### src/rtl/aoi_test_pkg.sv
// Shared state type, sizes and the AOI golden function for four_input_aoi_tester.
package aoi_test_pkg;

    typedef enum logic [1:0] {
        StIdle,
        StSettle,
        StCheck,
        StDone
    } state_e;

    localparam int unsigned NUM_VECTORS = 16;
    localparam int unsigned VEC_W       = 4;
    localparam int unsigned ERR_W       = 5;
    localparam int unsigned EFG_W       = 3;

    // Expected {E, F, G} for vec = {A, B, C, D}.
    function automatic logic [EFG_W-1:0] aoi_expect(input logic [VEC_W-1:0] vec);
        logic e;
        logic f;
        e = vec[3] & vec[2];
        f = vec[1] & vec[0];
        return {e, f, ~(e | f)};
    endfunction

endpackage

### src/rtl/aoi_ref_model.sv
// Combinational golden model of the 4-input AND-OR-INVERT gate.
module aoi_ref_model
    import aoi_test_pkg::*;
(
    input  logic [VEC_W-1:0] i_vec,
    output logic             o_e,
    output logic             o_f,
    output logic             o_g
);

    logic [EFG_W-1:0] w_expect;

    assign w_expect            = aoi_expect(i_vec);
    assign {o_e, o_f, o_g}     = w_expect;

endmodule

### src/rtl/four_input_aoi_tester.sv
// Exhaustive stimulus/check engine for a 4-input AOI gate: 16 vectors, settle, compare.
// Optional AOI_TESTER_STOP_ON_FAIL_EN: end the run at the first failing vector.
module four_input_aoi_tester
    import aoi_test_pkg::*;
#(
    parameter int unsigned SETTLE_CYCLES = 4,
    parameter int unsigned CNT_W         = $clog2(SETTLE_CYCLES + 1)
) (
    input  logic             clk,
    input  logic             rst,
    input  logic             start,
    output logic             dut_a,
    output logic             dut_b,
    output logic             dut_c,
    output logic             dut_d,
    input  logic             dut_e,
    input  logic             dut_f,
    input  logic             dut_g,
    output logic             busy,
    output logic             done,
    output logic             pass,
    output logic [ERR_W-1:0] err_count,
    output logic [VEC_W-1:0] first_fail,
    output logic             fail_seen
);

    if (SETTLE_CYCLES < 1 || SETTLE_CYCLES > 255) begin : g_bad_settle
        $error("four_input_aoi_tester: SETTLE_CYCLES must be in 1..255");
    end

    localparam logic [CNT_W-1:0] CNT_LOAD = CNT_W'(SETTLE_CYCLES - 1);
    localparam logic [VEC_W-1:0] LAST_VEC = VEC_W'(NUM_VECTORS - 1);

    state_e             r_state;
    state_e             w_state_next;
    logic [VEC_W-1:0]   r_vec;
    logic [VEC_W-1:0]   w_vec_next;
    logic [CNT_W-1:0]   r_cnt;
    logic [CNT_W-1:0]   w_cnt_next;
    logic [ERR_W-1:0]   r_err_count;
    logic [ERR_W-1:0]   w_err_next;
    logic [VEC_W-1:0]   r_first_fail;
    logic [VEC_W-1:0]   w_first_fail_next;
    logic               r_fail_seen;
    logic               w_fail_seen_next;
    logic               r_pass;
    logic               w_pass_next;

    logic               w_exp_e;
    logic               w_exp_f;
    logic               w_exp_g;
    logic               w_mismatch;
    logic               w_last_check;

    aoi_ref_model u_ref (
        .i_vec (r_vec),
        .o_e   (w_exp_e),
        .o_f   (w_exp_f),
        .o_g   (w_exp_g)
    );

    assign w_mismatch = ({dut_e, dut_f, dut_g} != {w_exp_e, w_exp_f, w_exp_g});

`ifdef AOI_TESTER_STOP_ON_FAIL_EN
    assign w_last_check = w_mismatch || (r_vec == LAST_VEC);
`else
    assign w_last_check = (r_vec == LAST_VEC);
`endif

    always_comb begin
        w_state_next      = r_state;
        w_vec_next        = r_vec;
        w_cnt_next        = r_cnt;
        w_err_next        = r_err_count;
        w_first_fail_next = r_first_fail;
        w_fail_seen_next  = r_fail_seen;
        w_pass_next       = r_pass;

        case (r_state)
            StIdle: begin
                if (start) begin
                    w_state_next      = StSettle;
                    w_vec_next        = '0;
                    w_cnt_next        = CNT_LOAD;
                    w_err_next        = '0;
                    w_first_fail_next = '0;
                    w_fail_seen_next  = 1'b0;
                    w_pass_next       = 1'b0;
                end
            end
            StSettle: begin
                if (r_cnt == '0) begin
                    w_state_next = StCheck;
                end else begin
                    w_cnt_next = r_cnt - CNT_W'(1);
                end
            end
            StCheck: begin
                if (w_mismatch) begin
                    w_err_next = r_err_count + ERR_W'(1);
                    if (!r_fail_seen) begin
                        w_first_fail_next = r_vec;
                        w_fail_seen_next  = 1'b1;
                    end
                end
                if (w_last_check) begin
                    // pass reflects this vector's result as well
                    w_state_next = StDone;
                    w_pass_next  = (w_err_next == '0);
                end else begin
                    w_state_next = StSettle;
                    w_vec_next   = r_vec + VEC_W'(1);
                    w_cnt_next   = CNT_LOAD;
                end
            end
            StDone: begin
                w_state_next = StIdle;
            end
            default: begin
                w_state_next = StIdle;
            end
        endcase
    end

    always_ff @(posedge clk or posedge rst) begin
        if (rst) begin
            r_state      <= StIdle;
            r_vec        <= '0;
            r_cnt        <= '0;
            r_err_count  <= '0;
            r_first_fail <= '0;
            r_fail_seen  <= 1'b0;
            r_pass       <= 1'b0;
        end else begin
            r_state      <= w_state_next;
            r_vec        <= w_vec_next;
            r_cnt        <= w_cnt_next;
            r_err_count  <= w_err_next;
            r_first_fail <= w_first_fail_next;
            r_fail_seen  <= w_fail_seen_next;
            r_pass       <= w_pass_next;
        end
    end

    assign {dut_a, dut_b, dut_c, dut_d} = r_vec;
    assign busy       = (r_state != StIdle);
    assign done       = (r_state == StDone);
    assign pass       = r_pass;
    assign err_count  = r_err_count;
    assign first_fail = r_first_fail;
    assign fail_seen  = r_fail_seen;

endmodule

### config.mk
export PLATFORM = sky130hd
export DESIGN_NAME = four_input_aoi_tester
export DESIGN_NICKNAME = d
export VERILOG_FILES = /design/src/rtl/aoi_test_pkg.sv /design/src/rtl/aoi_ref_model.sv /design/src/rtl/four_input_aoi_tester.sv
export SDC_FILE = /design/constraint.sdc
export NUM_CORES = 1
export LEC_CHECK = 0
export BUFFER_PORTS_ARGS = -buffer_cell sky130_fd_sc_hd__buf_2
export CAP_MARGIN = 20
export CORE_UTILIZATION = 55
export CTS_BUF_LIST = sky130_fd_sc_hd__clkbuf_8
export CTS_CLUSTER_DIAMETER = 50
export DETAILED_ROUTE_END_ITERATION = 10
export GPL_TIMING_DRIVEN = 0
export PLACE_DENSITY = 0.84
export SYNTH_ARGS = -nofsm -noshare
export SYNTH_HDL_FRONTEND = slang
export SYNTH_SLANG_ARGS = --single-unit
export TNS_END_PERCENT = 10
### constraint.sdc
create_clock -name clk -period 2.3 [get_ports clk]
set_input_delay 0.115 -clock clk [delete_from_list [all_inputs] [get_ports clk]]
set_output_delay 0.115 -clock clk [all_outputs]
set_load 0.01 [all_outputs]
### Word level (Yosys, flattened, before mapping)

Index checks and enable logic that the tools add are counted.

* register bits: 20
* latch bits: 0
* memory bits (writable): 0
* bits in read-only memories: 0
* input bits: 6
* output and inout bits: 17
* word-level logic and storage cells: 62
* memories kept: 0

* add/subtract/negate cells: 3
* $mul: 0
* div/mod/pow operators: 0
* order comparisons: 0
* equality and inequality tests: 12
* shift operators: 0
* muxes and demuxes: 23
* bitwise gates (word level): 4
* reduce and logical (&&, ||, !) cells: 13

Operators by type and width (number)
* $mux W4: 4
* $pmux W4 S2: 2
* $mux W5: 3
* $ne A2 B2 Y1 const B: 7
* $pmux W5 S2: 1
* $mux W3: 3
* $pmux W3 S3: 1
* $reduce_and A3 Y1: 3
* $pmux W2 S4: 1
* $reduce_and A4 Y1: 2
* $mux W2: 3
* $add A5 B1 Y5 const B: 1
* $logic_not A5 Y1: 1
* $add A4 B1 Y4 const B: 1
* $eq A2 B2 Y1 const B: 2
* $eq A4 B4 Y1 const B: 1
* $pmux W1 S2: 2
* $reduce_and A2 Y1: 2
* $reduce_bool A2 Y1: 2
* $logic_not A3 Y1: 1
* $mux W1: 3
* $ne A3 B3 Y1: 1
* $reduce_bool A3 Y1: 1
* $sub A3 B1 Y3 const B: 1
* 5 further kinds: 6

### Longest topological paths before layout

* word-level depth: 9
* gate-level depth with buffers: 8
* gate-level depth less buffers: 7

### Hierarchy

A second synthesis with hierarchy kept.

* cell total of the unflattened synthesis: 111
* area total of the unflattened synthesis: 1068.5 um^2

By module, submodules not included
* four_input_aoi_tester: instances 1, cells each 108, area an instance 1043.5 um^2, sequential area each 500.5 um^2
* aoi_ref_model: instances 1, cells each 3, area an instance 25.0 um^2, sequential area each 0.0 um^2

### Least setup slack after synthesis

Ideal clock, no wire load.

* path type: register -> register
* start point: reg r_vec[0]
* end point: reg r_first_fail[2], in the netlist first_fail[2]
* library setup time: 0.128 ns
* arrival time: 1.984 ns
* data required time: 2.172 ns
* setup slack: 0.189 ns
* stages on the path, launching flop included: 9
* buffers on the path: 1
* clock period less this slack: 2.111 ns
* cells stage by stage: dfrtp_1 ha_1 buf_6 xor2_1 nor3_4 nor2_4 nand3b_1 a21oi_2 mux2_1

* cells in the longest elaborated chain, start to end: 6

Ends and longest elaborated chain
* from (decl): RTL line four_input_aoi_tester.sv:36 `logic [VEC_W-1:0] r_vec;`
* from (signal assigned): RTL line four_input_aoi_tester.sv:136 `r_vec <= w_vec_next;`
* $and A1 B1 Y1 (*): RTL line aoi_test_pkg.sv:21 `f = vec[1] & vec[0];`
* $or A1 B1 Y1: RTL line aoi_test_pkg.sv:22 `return {e, f, ~(e | f)};`
* $not A1 Y1: RTL line aoi_test_pkg.sv:22
* $ne A3 B3 Y1 (*): RTL line four_input_aoi_tester.sv:62 `assign w_mismatch = ({dut_e, dut_f, dut_g} != {w_exp_e, w_exp_f, w_exp_g});`
* $ne A2 B2 Y1 (no line) (*)
* $reduce_and A4 Y1 (no line) (*)
* to (signal assigned): RTL line four_input_aoi_tester.sv:139 `r_first_fail <= w_first_fail_next;`
* to (decl): RTL line four_input_aoi_tester.sv:42 `logic [VEC_W-1:0] r_first_fail;`

Every way passes the cells marked *; elsewhere a longest branch is shown, timed or not.
A chain may end at the register's enable or synchronous reset.

### Worst setup path after layout

Ends and elaborated chain as after synthesis.

==> out/metrics.csv <==
stage,metric,value,unit
status,status,"complete, but fails checks",
status,failing checks,hold timing,
synthesis,Synth Instances,127,
pwr,Pleak,0.000634,uW
timing,Layout Skew,2.04,ps
critical_path,Crit Path Class,reg2reg,
synthesis,Synth Area in Adders,0.0420,
timing,ratio of final minimum period to clock period,0.952,
place,placed cell count,176,
clocking,CTS tree,yes,
timing,"Slew Viols, Final",0,
timing,Slew HR,0.506,
timing,"Hold Vio Cnt, Final",20,
synthesis,top cell type's share of synthesized area,0.420,
clocking,Clock transition at path regs,70,ps
die,Horiz. Die Dim,48.6,microns
place,IO buf count,22,
timing,hold_ws,-31.5,ps
synthesis,Area contributors post-synth,"dfrtp_1, nand2_1, ha_1, a21oi_1, mux2i_1",
global_route,global-route wire length before repair,4400,microns
cells_and_area,ant diodes,0,
cells_and_area,Final Non-Filler Cells,180,
global_route,GRT overflow,0,
timing,final count of negative-setup-slack endpoints,0,
clocking,worst-skew pair later-pin latency,260,ps
synthesis,Synth Register Bits,20,
die,Die Y,48.6,microns
flow_run,max-cap violations,0,
pwr,Worst VDD drop,495,uV
cells_and_area,"most common cell after layout, fill and taps aside",buf_2,
timing,RSZ-0062 raised after global routing,no,
synthesis,Yosys top cell by area,dfrtp_1,
clocking,Clock Path Buffers,2,
clocking,Hold Buf Count CTS,0,
synthesis,fraction of synthesized cell area in xor and xnor cells,0.00735,
synthesis,mapped cell area,1190,sq um
detailed_routing,Routed wire per std cell,14.3,microns
detailed_routing,Vias,1059,
die,Ports,23,
synthesis,Syn Area/Cell,9.39,sq um
cells_and_area,Final Instance Area,1410,sq um
global_route,number of global-route vias before repair,1023,
timing,min Tclk post-route,2190,ps
cells_and_area,layout cells sized above 1,0.255,
detailed_routing,Via density,5.88,
synthesis,multiplexer share of the synthesized area,0.0619,
global_route,gr usage total,0.240,
critical_path,crit path DAT,2340,ps
place,Placement Cell Area,1340,sq um
cells_and_area,Area growth syn-to-layout,18.4,%
die,initial core utilization,0.596,
clocking,CTS Sinks,20,
die,Core ar.,2000,sq um
synthesis,main combinational cell family by area after synthesis,simple AND/OR/NAND/NOR gates,
synthesis,warnings from Yosys,0,
detailed_routing,total wire length,2580,microns
synthesis,Mapped Nets,137,
critical_path,CP required,2450,ps
timing,slew at the pin closest to its max-slew limit,741,ps
pwr,PwrDens,673,nW/um^2
place,Detail Placement HPWL,1800,microns
clocking,H-tree depth,1,
detailed_routing,antenna-violating nets left,0,
cells_and_area,filler cell count in the final layout,146,
cells_and_area,"commonest cells after routing, fill and taps aside","buf_2, dfrtp_1, nand2_1, inv_1",
synthesis,register area share after synthesis,0.420,
synthesis,post-synthesis simple-gate area fraction,0.230,
die,Die Area,2360,sq um
clocking,CTS Buf Count,3,
timing,f_max,457,MHz
global_route,initial antenna violation count,0,
clocking,post-CTS setup buffer count,0,
cells_and_area,area of the multi-input gates,654,sq um
timing,final setup TNS,0,ps
clocking,clock root cell,clkbuf_8,
detailed_routing,TritonRoute pass-1 iters,4,
die,Std-Cell Rows,16,
critical_path,worst-path fanout max,10,
global_route,largest net degree at the start of global routing,21,
critical_path,crit start category,flip-flop,
detailed_routing,Remaining DRCs,0,
critical_path,type of element capturing the critical path,flip-flop,
detailed_routing,Initial DRC Count,27,
cells_and_area,register area,500,sq um
worst_hold_path,Worst Hold Class,in2async,
place,routability cong.,0.788,
synthesis,post-synth cell types,42,
cells_and_area,NumNets Final,164,
synthesis,post-synthesis compound-gate area fraction,0.191,
-- cell type report --
type                            count  share of cell area
Multi-Input combinational cell     94               0.464
Sequential cell                    20               0.355
Timing Repair Buffer               22              0.0780
Clock buffer                        4              0.0390
Inverter                            9              0.0239
Tap cell                           27              0.0239
Buffer                              4              0.0168
-- critical path, cell delays in order (launching register included) --
cell      delay, ps
dfrtp_1         450
ha_1            220
buf_6           140
or3b_4          410
a21boi_4        200
nor2_4          100
nand3b_1        140
a21oi_4         100
mux2_1          320
-- stage by stage --
step	setup WS (ps)	utilization	total power [uW]
after floorplan	189	-	593
after detailed placement	29.3	0.668	678
final	111	0.705	949
after global routing	11.6	0.705	993
after CTS	12.2	0.695	946
after global placement	75.9	0.668	663
-- cell families after synthesis --
kind of cell	after synthesis
flops	20
simple gates	50
fa+ha+maj	4
compound gates	32
mux	7
buf+inv	13
xor+xnor	1
-- flip-flops by register name (all words and copies together) (netlist names) --
| signal | cells |
|---|---|
| r_vec | 4 |
| pass | 1 |
| err_count | 5 |
| first_fail | 4 |
| r_state | 2 |
| r_cnt | 3 |
| fail_seen | 1 |
-- Yosys cell counts --
| library cell | number |
|---|---|
| clkbuf_1 | 2 |
| o41ai_2 | 1 |
| nor4_1 | 1 |
| mux2_2 | 2 |
| mux2i_1 | 4 |
| o31ai_1 | 2 |
| a32o_1 | 1 |
| inv_1 | 9 |
| nor3b_1 | 1 |
| nand4_1 | 2 |
| nor3_4 | 1 |
| o31a_1 | 1 |
| o21ai_0 | 8 |
| a31oi_1 | 1 |
| buf_6 | 1 |
| mux2_1 | 1 |
| nor2_4 | 1 |
| ha_1 | 4 |
| o21bai_1 | 1 |
| nor2b_1 | 1 |
| or3_1 | 1 |
| a21oi_2 | 1 |
| xor2_1 | 1 |
| dfrtp_1 | 20 |
| nand3b_1 | 4 |
| nor3_1 | 2 |
| a22o_1 | 2 |
| or2_2 | 1 |
| nand2b_1 | 3 |
| a21o_1 | 1 |
| o311a_1 | 1 |
| a21boi_4 | 1 |
| o211ai_1 | 1 |
| and2_1 | 2 |
| nor2_1 | 7 |
| buf_2 | 1 |
| a311oi_1 | 1 |
| nand3_1 | 8 |
| nand2_1 | 14 |
| a21oi_1 | 8 |
| or3b_4 | 1 |
| o21ai_1 | 1 |
-- power breakdown --
| part | leakage [uW] | internal [uW] | total [uW] | switching (uW) |
|---|---|---|---|---|
| combinational | 0.000376 | 99.6 | 221 | 121 |
| clock | 0.0000288 | 153 | 271 | 119 |
| sequential | 0.000229 | 396 | 457 | 61.3 |
-- final timing paths --
path	from	endpoint	slack (ps)	depth (start not counted)
worst max register to register	r_vec[0]	first_fail[2]	110	8
max in group asynchronous	rst	first_fail[1]	1860	2
worst min-delay path	rst	first_fail[0]	-30	2
worst min register to register	r_cnt[2]	r_cnt[2]	470	1
worst max-delay path	r_vec[0]	first_fail[2]	110	8
min in group clk	start	pass	290	4
-- metal layers --
layer | share of wire | vias up | track usage | routed length, microns
met5 | 0 | - | 0 | 0
met4 | 0.019 | 0 | 0.0833 | 48
met3 | 0.040 | 7 | 0.0377 | 104
met2 | 0.50 | 27 | 0.444 | 1290
met1 | 0.44 | 518 | 0.279 | 1140
li1 | - | 507 | - | -
-- timing repair --
| item | 4_1_cts | 5_1_grt |
|---|---|---|
| endpoints found under the hold margin | 0 | 0 |
| resized for setup | 0 | 3 |
| endpoints found under the setup margin | 0 | 4 |
Power figures use the tool's default switching activity.
